`src/rtl/elastic_fifo.sv`:
```
// elastic_fifo: registered valid/ready elastic buffer with synchronous flush
module elastic_fifo #(
    parameter int DATA_WIDTH = 32,
    parameter int DEPTH = 2
) (
    input  logic                       clk,
    input  logic                       rst_n,
    input  logic                       clear,
    input  logic [DATA_WIDTH-1:0]      data_in,
    input  logic                       data_in_valid,
    output logic                       data_in_ready,
    output logic [DATA_WIDTH-1:0]      data_out,
    output logic                       data_out_valid,
    input  logic                       data_out_ready,
    output logic [$clog2(DEPTH+1)-1:0] occupancy
);
    localparam int PW = $clog2(DEPTH);
    localparam int OW = $clog2(DEPTH + 1);
    logic [DATA_WIDTH-1:0] mem [DEPTH];
    logic [PW-1:0] wr_ptr, rd_ptr;
    logic push, pop;
    assign data_in_ready = occupancy != OW'(DEPTH);
    assign data_out_valid = occupancy != '0;
    assign data_out = mem[rd_ptr];
    assign push = data_in_valid & data_in_ready;
    assign pop = data_out_valid & data_out_ready;
    // pointers and fill count; reset and flush both empty the buffer, reset taking priority
    always_ff @(posedge clk) begin
        if (!rst_n || clear) begin
            wr_ptr <= '0;
            rd_ptr <= '0;
            occupancy <= '0;
        end else begin
            if (push) wr_ptr <= wr_ptr == PW'(DEPTH - 1) ? '0 : wr_ptr + PW'(1);
            if (pop) rd_ptr <= rd_ptr == PW'(DEPTH - 1) ? '0 : rd_ptr + PW'(1);
            occupancy <= occupancy + OW'(push) - OW'(pop);
        end
    end
    // storage has no reset; an entry is only visible once occupancy covers it
    always_ff @(posedge clk) begin
        if (push) mem[wr_ptr] <= data_in;
    end
endmodule

```
`config.mk`:
```
export PLATFORM = sky130hd
export DESIGN_NAME = elastic_fifo
export DESIGN_NICKNAME = d
export VERILOG_FILES = /design/src/rtl/elastic_fifo.sv
export SDC_FILE = /design/constraint.sdc
export NUM_CORES = 1
export LEC_CHECK = 0
export ABC_AREA = 1
export CORE_MARGIN = 1
export CORE_UTILIZATION = 35
export CTS_CLUSTER_SIZE = 16
export DETAILED_ROUTE_END_ITERATION = 12
export GPL_TIMING_DRIVEN = 1
export PLACE_DENSITY_LB_ADDON = 0.1
export SETUP_SLACK_MARGIN = 0.05
export SLEW_MARGIN = 0
export SYNTH_ARGS = -nofsm -noshare
export SYNTH_HDL_FRONTEND = slang
export SYNTH_SLANG_ARGS = --single-unit
```
`constraint.sdc`:
```
create_clock -name clk -period 5.8 [get_ports clk]
set_clock_uncertainty 0.05 [all_clocks]
set_input_delay 0.58 -clock clk [delete_from_list [all_inputs] [get_ports clk]]
set_output_delay 0.58 -clock clk [all_outputs]
set_load 0.02 [all_outputs]
```
==> results.md <==
- In this run the tool buffered the top-level ports with 72 buffer cells.
- Setup repair after global routing left no endpoint under its margin.
- The clock period minus final worst setup slack is 2968 ps.
- STA classifies the critical path startpoint as a flop.
- The startpoint identified for the worst hold timing path is rd_ptr.
- The worst min-delay path category is reg -> reg.
- The die extent in y is 90.22 um.
- The data required time of the worst path is 5170 ps.
- After clock tree synthesis, the clock-pin slew on the worst setup and hold paths is 70 ps.
- The synthesized design devotes to its leading area cell type 70.56% of total area.
- The classification of the worst setup path is reg -> out.
- Summed over all cells, the static leakage comes to 1.303 nW.
- The largest fanout on the critical path is 32.
- In the final design database the tool counted 255 nets.
- The number of slew-limit violations in the final report was 0.
- For the pin with the worst max-slew slack, the measured transition is 1070 ps.
- The count of placed standard cells in the final layout, fillers left out is 321.
- The longest clock path from root to sink contains 2 buffers.
- A synthesized cell averages 19.74 um2.
- The final count of hold timing violations was 0.
- The CTS tree is done.
- The power per standard cell area is 292.1 nW/um2.
- The number of search-and-repair iterations in the first detailed-routing pass is 4.
- The die outline area is 8140 um2.
- The dominant cell type by area after synthesis is edfxtp_1.
- Using the TritonRoute via totals, the vias-per-cell ratio works out to 4.352.
- The total vias in the final route is 1397.
- The setup check on the worst reg-to-reg path leaves a slack of 3940 ps.
- Global routing consumed, over all layers together, 12.07% of the routing resources.
- The buffer cell driving the clock tree root is clkbuf_8.
- The end of the worst register-to-register path is mem[1][4].
- The remaining global-route overflow is 0.
- Entering global routing, the biggest net connects 34 pins.
- The TritonCTS buffer count is 9.
- The final wirelength is 4586 um.
- The final cycle utilization of the critical path is 51.16%.
- The area of the mapped netlist is 2724 um2.
- The post-route core utilization is 50.10%.
- The number of setup buffers added after CTS is 0.
- The worst setup path is captured at an output port.
- The maximum level of the CTS H-tree is 3.
- Summed over all nets, the half-perimeter wirelength after detailed placement is 2965 um.
- The worst reg2reg path startpoint is occupancy[0].
- In the routed design, unresolved DRC markers number 0.
- Compared with the post-synthesis result, the final layout area differs by 35.55%.
- Prior to clock tree synthesis, the placed netlist has a worst setup slack of 3129 ps.
- Measured in cells, the most critical reg-to-reg path has a length of 4.
- The share of the Yosys chip area taken by registers is 74.23%.
- The number of global-route vias before repair is 1490.
- The number of standard-cell rows in the floorplan is 31.
- The number of antenna violations at the first check in global routing is 0.
- The final count of negative-setup-slack endpoints is 0.
- Synthesis inferred 69 register bits.
- Ranked by total cell area, the synthesized netlist is headed by edfxtp_1 71%, mux2_4 17%, dfxtp_1 3.7%.
- The placeable core area is 7370 um2.
- The initial utilization of the core area, before any placement, comes to 36.96%.
- The per-cell routed wire length is 14.29 um.
- The clock latency on the worst-skew pair is 330 ps.
- Measured along the x axis, the die boundary spans 90.22 um.
- Across the run, the number of max-cap violations was 0.
- In this run, the number of DRC markers left after iteration 0 of detailed routing was 39.
- Counting every sink on the clock net gives 69.
- The worst IR drop on VDD is 0.1443 mV.
- The remaining number of nets flagged by the antenna check after routing is 0.
- The setup TNS is 0 ps.
- 73 I/O pins were placed.
- The flow ran to the end, and the final reports show no timing, DRC or antenna violations.
- Of the cells placed in the final design, the portion with a size suffix greater than 1 is 22.52%.
- The first global-routing pass estimated 7251 um of wire.
- Along the worst hold path, the cell count comes to 2.
- The number of nets handed over by synthesis was 176.
- The relative slew slack is 28.69%.
- Buffers inserted to repair hold after CTS numbered 0.
- The synthesized instance count is 138.
- The library cell used most frequently in the layout, excluding fill and tap cells, is clkdlybuf4s50_1.
- Yosys printed 0 warnings.
- Across all setup checks in the final design, the least slack found is 2832 ps.
- Leaving out fill and tap cells, the most frequent cells in the layout are 72 x clkdlybuf4s50_1, 64 x edfxtp_1, 30 x mux2_4.
- Synthesis instantiated 17 different standard cells from the library.
- The top achievable clock speed is 337.0 MHz.
- 0 antenna diodes ended up in the layout.
- Once placement completed, the tool counted placed cells totaling 305.
- At the end of routability-driven placement, the weighted congestion stood at 0.6494.
- For the worst setup path, the data arrival time is 2340 ps.
- Gates resized during post-CTS repair numbered 0.
[cell type report]
type | instances | area, um2
fillers | 635 | 3677
repair buffers | 72 | 720.7
multi-input cells | 56 | 609.3
clock inverters | 6 | 53.80
flip-flops and latches | 69 | 2023
well taps | 99 | 123.9
clock buffers | 10 | 127.6
inverters | 9 | 33.78
[cell families after synthesis]
logic type | share of synthesized area, %
buffers and inverters | 3.858
xor gates and xnor gates | 0.3216
AOI/OAI and AO/OA | 0.3675
and+or+nand+nor | 3.399
adders and majority gates | 0.4593
DFF | 74.23
muxes | 17.36
[per-layer routing]
layer  wire, um  track usage (%)  vias to the layer above
met4        131            9.140                        0
li1           -                -                      667
met1       1876            12.74                      671
met3        224            3.976                       10
met5          0                0                        -
met2       2353            19.97                       49
[through the flow]
| step | total power [mW] | cell area, um2 | hold WS, ps |
|---|---|---|---|
| 6_report | 1.078 | 3692 | 463.6 |
| 5_1_grt | 1.121 | 3692 | 474.7 |
| 4_1_cts | 1.091 | 3692 | 463.2 |
| 3_5_place_dp | 0.7275 | 3511 | 432.1 |
| 3_3_place_gp | 0.7235 | 3511 | 431.5 |
| 2_1_floorplan | 0.6569 | 2724 | 416.9 |
[cell usage after synthesis]
master / instances
edfxtp_1: 64
mux2_4: 30
inv_1: 9
nor2_1: 8
nand2_1: 6
dfxtp_1: 5
buf_12: 3
a21oi_1: 2
mux2_2: 2
nand2_2: 2
buf_6: 1
ha_1: 1
nand3_1: 1
nor2_2: 1
nor2_4: 1
nor3_1: 1
xnor2_1: 1
[flip-flops by register name, summed over array words and instances (netlist names), named ones only]
signal     cells
wr_ptr         1
mem           64
occupancy      2
rd_ptr         1
[critical path, stage by stage (launching register included)]
cell and delay [ps]:
dfxtp_2 1040, mux2_2 420, clkdlybuf4s50_1 540
[worst max path at each step]
| stage | depth (start not counted) | start | slack [ps] | endpoint |
|---|---|---|---|---|
| finish | 2 | flop | 2830 | data_out[20] |
| floorplan | 4 | occupancy[0] | 3160 | mem[0][0] |
| global route | 2 | flop | 2690 | data_out[20] |
| global placement | 2 | flop | 3170 | data_out[21] |
| CTS | 2 | flop | 2750 | data_out[20] |
| detailed placement | 2 | flop | 3130 | data_out[20] |
[power breakdown]
group | total (mW) | switching, mW | internal [mW]
Sequential | 0.579 | 0.00929 | 0.569
Combinational | 0.136 | 0.0583 | 0.0773
Clock | 0.364 | 0.170 | 0.194
Power figures use the tool's default switching activity.
